--- src/rtl/axil_native_bridge.sv ---
// AXI4-Lite slave to native register-bus bridge with independent write and read engines.
module axil_native_bridge #(
  parameter int unsigned            DATA_WIDTH     = 32,
  parameter int unsigned            ADDR_WIDTH     = 32,
  parameter logic [ADDR_WIDTH-1:0]  ADDR_LO        = '0,
  parameter logic [ADDR_WIDTH-1:0]  ADDR_HI        = {ADDR_WIDTH{1'b1}},
  parameter int unsigned            TIMEOUT_CYCLES = 256
) (
  input  logic                      AXI_ACLK,
  input  logic                      AXI_ARESET,
  input  logic [ADDR_WIDTH-1:0]     AXI_AWADDR,
  input  logic [2:0]                AXI_AWPROT,
  input  logic                      AXI_AWVALID,
  output logic                      AXI_AWREADY,
  input  logic [DATA_WIDTH-1:0]     AXI_WDATA,
  input  logic [DATA_WIDTH/8-1:0]   AXI_WSTRB,
  input  logic                      AXI_WVALID,
  output logic                      AXI_WREADY,
  output logic [1:0]                AXI_BRESP,
  output logic                      AXI_BVALID,
  input  logic                      AXI_BREADY,
  input  logic [ADDR_WIDTH-1:0]     AXI_ARADDR,
  input  logic [2:0]                AXI_ARPROT,
  input  logic                      AXI_ARVALID,
  output logic                      AXI_ARREADY,
  output logic [DATA_WIDTH-1:0]     AXI_RDATA,
  output logic [1:0]                AXI_RRESP,
  output logic                      AXI_RVALID,
  input  logic                      AXI_RREADY,
  output logic                      WEN,
  output logic [ADDR_WIDTH-1:0]     WADDR,
  output logic [DATA_WIDTH-1:0]     WDATA,
  output logic [DATA_WIDTH/8-1:0]   WSTRB,
  output logic                      WACK,
  output logic                      REN,
  output logic [ADDR_WIDTH-1:0]     RADDR,
  input  logic [DATA_WIDTH-1:0]     RDATA,
  input  logic                      RVALID
);

  localparam int unsigned STRB_W = DATA_WIDTH / 8;
  localparam int unsigned CNT_W  = (TIMEOUT_CYCLES < 2) ? 1 : $clog2(TIMEOUT_CYCLES + 1);

  localparam logic [1:0] RESP_OKAY   = 2'b00;
  localparam logic [1:0] RESP_SLVERR = 2'b10;
  localparam logic [1:0] RESP_DECERR = 2'b11;

  typedef enum logic [1:0] {W_COLLECT, W_ISSUE, W_RESP} w_state_e;
  typedef enum logic [1:0] {R_IDLE, R_WAIT, R_RESP} r_state_e;

  // Window check done with borrow bits so a zero or all-ones bound never folds into a constant compare.
  function automatic logic in_range(input logic [ADDR_WIDTH-1:0] addr);
    logic [ADDR_WIDTH:0] lo_diff;
    logic [ADDR_WIDTH:0] hi_diff;
    lo_diff = {1'b0, addr} - {1'b0, ADDR_LO};
    hi_diff = {1'b0, ADDR_HI} - {1'b0, addr};
    return !lo_diff[ADDR_WIDTH] && !hi_diff[ADDR_WIDTH];
  endfunction

  // Protection bits carry no meaning for this register bus.
  logic unused_prot;
  assign unused_prot = ^{AXI_AWPROT, AXI_ARPROT};

  // ---------------- write engine ----------------
  w_state_e              w_state_q, w_state_d;
  logic                  aw_held_q, aw_held_d;
  logic                  w_held_q, w_held_d;
  logic                  wr_ok_q, wr_ok_d;
  logic                  awready_q, awready_d;
  logic                  wready_q, wready_d;
  logic                  bvalid_q, bvalid_d;
  logic [1:0]            bresp_q, bresp_d;
  logic                  wen_q, wen_d;
  logic                  wack_q, wack_d;
  logic [ADDR_WIDTH-1:0] waddr_q, waddr_d;
  logic [DATA_WIDTH-1:0] wdata_q, wdata_d;
  logic [STRB_W-1:0]     wstrb_q, wstrb_d;

  // Write next-state: AW and W are captured independently straight into the native payload registers.
  always_comb begin
    w_state_d = w_state_q;
    aw_held_d = aw_held_q;
    w_held_d  = w_held_q;
    wr_ok_d   = wr_ok_q;
    awready_d = 1'b0;
    wready_d  = 1'b0;
    bvalid_d  = bvalid_q;
    bresp_d   = bresp_q;
    wen_d     = 1'b0;
    wack_d    = 1'b0;
    waddr_d   = waddr_q;
    wdata_d   = wdata_q;
    wstrb_d   = wstrb_q;
    unique case (w_state_q)
      W_COLLECT: begin
        if (AXI_AWVALID && awready_q) begin
          aw_held_d = 1'b1;
          waddr_d   = AXI_AWADDR;
        end
        if (AXI_WVALID && wready_q) begin
          w_held_d = 1'b1;
          wdata_d  = AXI_WDATA;
          wstrb_d  = AXI_WSTRB;
        end
        if (aw_held_d && w_held_d) begin
          w_state_d = W_ISSUE;
          aw_held_d = 1'b0;
          w_held_d  = 1'b0;
          wr_ok_d   = in_range(waddr_d);
          wen_d     = wr_ok_d;
          bresp_d   = wr_ok_d ? RESP_OKAY : RESP_DECERR;
        end else begin
          awready_d = !aw_held_d;
          wready_d  = !w_held_d;
        end
      end
      W_ISSUE: begin
        w_state_d = W_RESP;
        bvalid_d  = 1'b1;
      end
      W_RESP: begin
        if (bvalid_q && AXI_BREADY) begin
          w_state_d = W_COLLECT;
          bvalid_d  = 1'b0;
          wack_d    = wr_ok_q;
          awready_d = 1'b1;
          wready_d  = 1'b1;
        end
      end
      default: w_state_d = W_COLLECT;
    endcase
  end

  // Write state and output registers.
  always_ff @(posedge AXI_ACLK) begin
    if (AXI_ARESET) begin
      w_state_q <= W_COLLECT;
      aw_held_q <= 1'b0;
      w_held_q  <= 1'b0;
      wr_ok_q   <= 1'b0;
      awready_q <= 1'b0;
      wready_q  <= 1'b0;
      bvalid_q  <= 1'b0;
      bresp_q   <= '0;
      wen_q     <= 1'b0;
      wack_q    <= 1'b0;
      waddr_q   <= '0;
      wdata_q   <= '0;
      wstrb_q   <= '0;
    end else begin
      w_state_q <= w_state_d;
      aw_held_q <= aw_held_d;
      w_held_q  <= w_held_d;
      wr_ok_q   <= wr_ok_d;
      awready_q <= awready_d;
      wready_q  <= wready_d;
      bvalid_q  <= bvalid_d;
      bresp_q   <= bresp_d;
      wen_q     <= wen_d;
      wack_q    <= wack_d;
      waddr_q   <= waddr_d;
      wdata_q   <= wdata_d;
      wstrb_q   <= wstrb_d;
    end
  end

  // ---------------- read engine ----------------
  r_state_e              r_state_q, r_state_d;
  logic                  arready_q, arready_d;
  logic                  ren_q, ren_d;
  logic                  rvalid_q, rvalid_d;
  logic [1:0]            rresp_q, rresp_d;
  logic [DATA_WIDTH-1:0] rdata_q, rdata_d;
  logic [ADDR_WIDTH-1:0] raddr_q, raddr_d;
  logic [CNT_W-1:0]      cnt_q, cnt_d;

  // Read next-state: native data takes priority over a timeout landing in the same cycle.
  always_comb begin
    r_state_d = r_state_q;
    arready_d = 1'b0;
    ren_d     = 1'b0;
    rvalid_d  = rvalid_q;
    rresp_d   = rresp_q;
    rdata_d   = rdata_q;
    raddr_d   = raddr_q;
    cnt_d     = cnt_q;
    unique case (r_state_q)
      R_IDLE: begin
        if (AXI_ARVALID && arready_q) begin
          if (in_range(AXI_ARADDR)) begin
            raddr_d   = AXI_ARADDR;
            ren_d     = 1'b1;
            cnt_d     = '0;
            r_state_d = R_WAIT;
          end else begin
            rvalid_d  = 1'b1;
            rresp_d   = RESP_DECERR;
            rdata_d   = '0;
            r_state_d = R_RESP;
          end
        end else begin
          arready_d = 1'b1;
        end
      end
      R_WAIT: begin
        if (RVALID) begin
          rvalid_d  = 1'b1;
          rresp_d   = RESP_OKAY;
          rdata_d   = RDATA;
          r_state_d = R_RESP;
        end else if ((TIMEOUT_CYCLES != 0) && (cnt_q == CNT_W'(TIMEOUT_CYCLES))) begin
          rvalid_d  = 1'b1;
          rresp_d   = RESP_SLVERR;
          rdata_d   = '0;
          r_state_d = R_RESP;
        end else begin
          cnt_d = cnt_q + CNT_W'(1);
        end
      end
      R_RESP: begin
        if (rvalid_q && AXI_RREADY) begin
          r_state_d = R_IDLE;
          rvalid_d  = 1'b0;
          arready_d = 1'b1;
        end
      end
      default: r_state_d = R_IDLE;
    endcase
  end

  // Read state and output registers.
  always_ff @(posedge AXI_ACLK) begin
    if (AXI_ARESET) begin
      r_state_q <= R_IDLE;
      arready_q <= 1'b0;
      ren_q     <= 1'b0;
      rvalid_q  <= 1'b0;
      rresp_q   <= '0;
      rdata_q   <= '0;
      raddr_q   <= '0;
      cnt_q     <= '0;
    end else begin
      r_state_q <= r_state_d;
      arready_q <= arready_d;
      ren_q     <= ren_d;
      rvalid_q  <= rvalid_d;
      rresp_q   <= rresp_d;
      rdata_q   <= rdata_d;
      raddr_q   <= raddr_d;
      cnt_q     <= cnt_d;
    end
  end

  assign AXI_AWREADY = awready_q;
  assign AXI_WREADY  = wready_q;
  assign AXI_BVALID  = bvalid_q;
  assign AXI_BRESP   = bresp_q;
  assign WEN         = wen_q;
  assign WACK        = wack_q;
  assign WADDR       = waddr_q;
  assign WDATA       = wdata_q;
  assign WSTRB       = wstrb_q;
  assign AXI_ARREADY = arready_q;
  assign REN         = ren_q;
  assign AXI_RVALID  = rvalid_q;
  assign AXI_RRESP   = rresp_q;
  assign AXI_RDATA   = rdata_q;
  assign RADDR       = raddr_q;

endmodule
--- config.mk ---
export PLATFORM = sky130hd
export DESIGN_NAME = axil_native_bridge
export DESIGN_NICKNAME = d
export VERILOG_FILES = /design/src/rtl/axil_native_bridge.sv
export SDC_FILE = /design/constraint.sdc
export NUM_CORES = 1
export LEC_CHECK = 0
export BUFFER_PORTS_ARGS = -buffer_cell sky130_fd_sc_hd__buf_4
export CAP_MARGIN = 25
export CORE_MARGIN = 10
export CORE_UTILIZATION = 40
export CTS_CLUSTER_SIZE = 28
export DETAILED_ROUTE_END_ITERATION = 7
export PLACE_DENSITY = 0.78
export SYNTH_ARGS = -nofsm -noshare
export SYNTH_HDL_FRONTEND = slang
export SYNTH_SLANG_ARGS = --single-unit
--- constraint.sdc ---
create_clock -name AXI_ACLK -period 3.8 [get_ports AXI_ACLK]
set_input_delay 0.19 -clock AXI_ACLK [delete_from_list [all_inputs] [get_ports AXI_ACLK]]
set_output_delay 0.19 -clock AXI_ACLK [all_outputs]
set_load 0.01 [all_outputs]
# After elaboration in Yosys (flattened, before gate mapping)
# Index checks and enable logic that the tools add are counted.
[totals] regBits=160 ram_bits=0 out_inout_bits=144 mem_count=0 latch_bits=0 inputBits=146 rom_bits=0 wordCells=120
[op_classes] n_addsub=3 reduce_logical=26 shifts=0 magnitude_cmp=0 n_mul=0 bitwise=7 n_eq_ne=14 mux=49 n_div=0
[op_table] operator="$mux 32" count=6
[op_table] operator="$sub 32x32->33 const A" count=2
[op_table] operator="$pmux 32 s2" count=1
[op_table] operator="$mux 9" count=4
[op_table] operator="$mux 2" count=11
[op_table] operator="$mux 1" count=18
[op_table] operator="$pmux 9 s2" count=1
[op_table] operator="$ne 2x2->1 const B" count=8
[op_table] operator="$pmux 2 s3" count=2
[op_table] operator="$reduce_and 5->1" count=2
[op_table] operator="$add 9x1->9 const B" count=1
[op_table] operator="$eq 9x9->1 const B" count=1
[op_table] operator="$reduce_or 3->1" count=3
[op_table] operator="$pmux 1 s2" count=4
[op_table] operator="$reduce_and 2->1" count=4
[op_table] operator="$not 1->1" count=7
[op_table] operator="$logic_and 1x1->1" count=6
[op_table] operator="$reduce_and 3->1" count=2
[op_table] operator="$eq 2x1->1 const B" count=2
[op_table] operator="$eq 2x2->1 const B" count=2
[op_table] operator="$logic_not 2->1" count=2
[op_table] operator="$pmux 2 s2" count=1
[op_table] operator="$reduce_and 4->1" count=1
[op_table] operator="$reduce_bool 2->1" count=2
[op_table] operator="other kinds (4)" count=6

# Depth between registers and ports, before layout
[depth] depth_word=6 mapped_depth=8 ltp_nobuf=6

# Least setup slack after synthesis
# Ideal clock, no wire load.
[synth_path] path_kind="reg-to-reg" start="register cnt_q[0]" end="register cnt_q[7]" setup_ns=0.116 stages_incl_launch_ff=7 arrival_time_ns=1.860 setup_slack_ns=1.824 period_less_slack_ns=1.976 n_path_buf=0 t_required_ns=3.684 cell_sequence="dfxtp_1 > inv_1 > ha_1 > or4b_4 > o211ai_4 > mux2_1 > o211a_1"
[synth_via] elab_chain_len=4 elab_cells_between_ends=7 cone_classes="add/sub (1); eq/ne (2); mux (3); reduce/logical (1)"
[synth_lines] element="start: declaration" line="175" rtl="logic [CNT_W-1:0] cnt_q, cnt_d;"
[synth_lines] element="start signal: assignment" line="250" rtl="cnt_q <= cnt_d;"
[synth_lines] element="$add 9x1->9" line="217" rtl="cnt_d = cnt_q + CNT_W'(1);"
[synth_lines] element="$mux 9" line="211" rtl="end else if ((TIMEOUT_CYCLES != 0) && (cnt_q == CNT_W'(TIMEOUT_CYCLES))) begin"
[synth_lines] element="$mux 9" line="206" rtl="if (RVALID) begin"
[synth_lines] element="$pmux 9 s2" line="187" rtl="unique case (r_state_q)"
# Parallel ways exist; a longest one is shown, timed or not. The select of a mux whose other input is x is not followed.
# A chain may end at the register's enable or synchronous reset.

# Final worst setup path
# Ends and elaborated chain as after synthesis.

==> summary.txt <==
Pwr
  • Leakage Power: 3.814 nW
  • Switching share of total power: 27.51%
  • Total net switching power: 1.189 mW
  • Peak supply drop: 375.7 µV
  • Comb pwr share: 21.1%
  • Total power after layout: 4.322 mW
  • Internal power of the cells: 3.133 mW
  • Clk network pwr share: 35.7%
  • Power Density: 493.6 mW/mm²
  • Sequential Power Share: 43.2%

Layout
  • Area occupied by multi-input gates: 0.002321 mm²
  • Highest-count cells in the layout ignoring fill and taps: sky130_fd_sc_hd__buf_4 (289), sky130_fd_sc_hd__nand2_1 (216), sky130_fd_sc_hd__dfxtp_1 (158)
  • Final std cells w/o fill: 1136
  • Most common cell after layout, fill and taps aside: sky130_fd_sc_hd__buf_4
  • Area growth from synthesis to final layout: 53.13%
  • Fraction of final layout cells sized beyond drive strength 1: 34.52%
  • Sequential standard cell area: 0.003163 mm²
  • Fill cell total of the finished layout: 1184
  • Antenna diode count: 0
  • Core Util, Final: 62.84%
  • Net count, final: 1099

STA
  • Final critical-path required period: 2160 ps
  • Layout Skew: 10.75 ps
  • Setup Viol. Count Final: 0
  • Crit share post-route: 56.85%
  • Max-slew violation total from the final report: 0
  • Worst hold slack: 23.55 ps
  • Maximum clock frequency: 0.4629 GHz
  • Slew Limit Headroom: 53.75%
  • Unrepaired setup endpoints after global routing: false
  • Actual slew at the worst max-slew pin: 693.7 ps
  • Total negative slack for setup checks: 0 ps
  • Final Hold Violating Endpoints: 0

Clocking
  • Number of sinks driven by the clock tree: 158
  • Clock-pin transition on the worst setup and hold timing paths: 60 ps
  • Insertion delay of the later-clocked pin in the worst-skew pair: 410 ps
  • Clock tree from TritonCTS: done
  • Setup Buffers After CTS: 0
  • Hold-fix buffers at CTS: 32
  • Deepest clock path buffer count: 2
  • H-tree level count: 4
  • Number of gates resized after cts: 0
  • Root buffer selected by CTS: sky130_fd_sc_hd__clkbuf_16
  • Clock buffers created by TritonCTS: 17

Route
  • Detail Route Antenna Nets: 0
  • Vias after detailed routing: 5579
  • Total Routed Length: 19470 µm
  • DRC viols: 0
  • Drt via density: 4.911
  • Count of routing violations after the opening detailed-route iteration: 340
  • Average routed wire per standard cell: 17.14 µm
  • Number of iterations in the first detailed-routing pass: 5

Floorplanning
  • Core Rows: 43
  • Top-Level Pins: 290
  • Die boundary height: 139.6 µm
  • Die Area: 0.01948 mm²
  • Area of the core: 0.01393 mm²
  • Starting utilization of the core area: 41.03%
  • X dimension of the die: 139.6 µm

Setup path
  • Slowest cell delay on critical path: 500 ps
  • Crit end category: flop
  • Crit start category: flop
  • Slowest stage cell on the critical path: sky130_fd_sc_hd__or4b_4
  • Cell-by-cell listing of the critical path: inv_1, ha_1, or4b_4, o211ai_4, mux2_1, o211a_1
  • Reg-to-reg slack, setup: 1640 ps
  • Worst Path Max Fanout: 10
  • Data arrival time of the critical path: 2460 ps
  • Critical path buffers and inverters: 1
  • Cell class contributing the biggest share of worst-path delay: compound AO/OA/AOI/OAI gates
  • Required time reported for the critical path endpoint: 4100 ps
  • Critical setup path kind: flop to flop

Placed design
  • Number of cells after detailed placement: 1077
  • IO Port Bufs: 281
  • Routability-driven placement congestion ratio: 0.8260
  • Half-perimeter wire length after placement: 13600 µm

Synth
  • Mean instance size in the synthesized netlist: 8.783 µm²
  • Ys Warns: 0
  • Synthesized flop and latch total: 158
  • Most used flip-flop cell after synthesis: sky130_fd_sc_hd__dfxtp_1
  • Number of standard cells after synthesis: 651
  • Synth Cell Area: 0.005718 mm²
  • Number of flops mapped to enable cells by yosys: 0
  • Seq/Total Area, Yosys: 55.32%
  • Number of library cell types mapped by synthesis: 50
  • Async set-reset flop share out of synthesis: 0%

Global routing
  • Initial antenna violation count: 0
  • Pin count of the biggest net entering global routing: 66
  • Number of global-route vias before repair: 5500
  • First-pass GRT wire length: 30090 µm
  • Global router's overall resource usage: 18.94%
  • Global-route congestion overflow total: 0

Status
  • Run status: complete, no violations

Worst hold path
  • Type of the worst min-delay path: primary input to flop

Job
  • Maxcap violations: 0
layer usage:
metal  track usage (%)  part of all wire [%]
met5                 0                     0
met4             5.217                  0.93
met3             7.724                   9.2
met2             33.09                    52
met1             20.67                    38
metrics by stage:
stage	area (µm²)	worst slack (ps)
after floorplan	5722	1824
after global placement	7909	1683
after detailed placement	7909	1684
after CTS	8756	1653
after global routing	8756	1489
final	8756	1640
power groups by stage:
stage	registers, mW	logic, mW	clock network [mW]
after CTS	1.87	0.917	1.58
after global routing	1.89	1.00	1.64
after global placement	1.90	0.871	0
final	1.87	0.911	1.54
after floorplan	1.95	0.414	0
after detailed placement	1.90	0.885	0
worst register-to-register path, stage by stage, from the launching register on:
cell and delay (ps):
sky130_fd_sc_hd__dfxtp_1 380, sky130_fd_sc_hd__inv_1 110, sky130_fd_sc_hd__ha_1 170, sky130_fd_sc_hd__or4b_4 500, sky130_fd_sc_hd__o211ai_4 340, sky130_fd_sc_hd__mux2_1 360
sky130_fd_sc_hd__o211a_1 200
synth_stat cells, types with 2 or more instances:
library cell,count,area (µm²)
sky130_fd_sc_hd__a311oi_1,5,43.79
sky130_fd_sc_hd__nand3_1,10,50.05
sky130_fd_sc_hd__a211oi_1,3,22.52
sky130_fd_sc_hd__nand2b_1,4,25.02
sky130_fd_sc_hd__and3_1,5,31.28
sky130_fd_sc_hd__a22o_1,32,280.3
sky130_fd_sc_hd__dfxtp_1,158,3163
sky130_fd_sc_hd__buf_4,2,15.01
sky130_fd_sc_hd__and2_1,2,12.51
sky130_fd_sc_hd__inv_1,7,26.28
sky130_fd_sc_hd__buf_6,4,45.04
sky130_fd_sc_hd__a21o_1,2,15.01
sky130_fd_sc_hd__mux2i_1,2,20.02
sky130_fd_sc_hd__nor3_1,3,15.01
sky130_fd_sc_hd__ha_1,5,62.56
sky130_fd_sc_hd__and3_2,2,15.01
sky130_fd_sc_hd__nor2_1,5,18.77
sky130_fd_sc_hd__clkbuf_1,30,112.6
sky130_fd_sc_hd__nand2_1,216,810.8
sky130_fd_sc_hd__o21ai_0,4,20.02
sky130_fd_sc_hd__a31oi_1,5,31.28
sky130_fd_sc_hd__a21oi_1,109,545.5
sky130_fd_sc_hd__buf_1,4,15.01
sky130_fd_sc_hd__buf_2,4,20.02
sky130_fd_sc_hd__or4b_4,2,27.53
sky130_fd_sc_hd__a41oi_1,2,17.52
final timing paths:
path,from,endpoint,depth (start not counted)
min,AXI_AWADDR[9],WADDR[9],3
max reg2reg,cnt_q[0],cnt_q[7],6
max,cnt_q[0],cnt_q[7],6
min reg2reg,wr_ok_q,wr_ok_q,1
cell families after synthesis:
kind of cell,synth area share (%)
buffers and inverters,4.157
adder cells (fa/ha/maj),1.094
flip-flops,55.32
multiplexers,0.5470
AND/OR/NAND/NOR,19.21
other,0.06558
AO/OA/AOI/OAI,19.61
flip-flops by register name (all words and copies together), names as in the netlist, 2 cells and up:
name,count
AXI_RDATA,32
AXI_RRESP,2
RADDR,32
WADDR,32
WDATA,32
WSTRB,4
cnt_q,9
r_state_q,2
w_state_q,2
final cells by class:
| cell class | instances | share of cell area, % |
|---|---|---|
| flip-flops and latches | 158 | 36.12 |
| multi-input cells | 442 | 26.51 |
| well taps | 180 | 2.572 |
| repair buffers | 321 | 28.44 |
| clock inverters | 6 | 0.7574 |
| inverters | 8 | 0.3430 |
| clock buffers | 21 | 5.259 |
No activity file was read; power rests on OpenSTA's default activity.
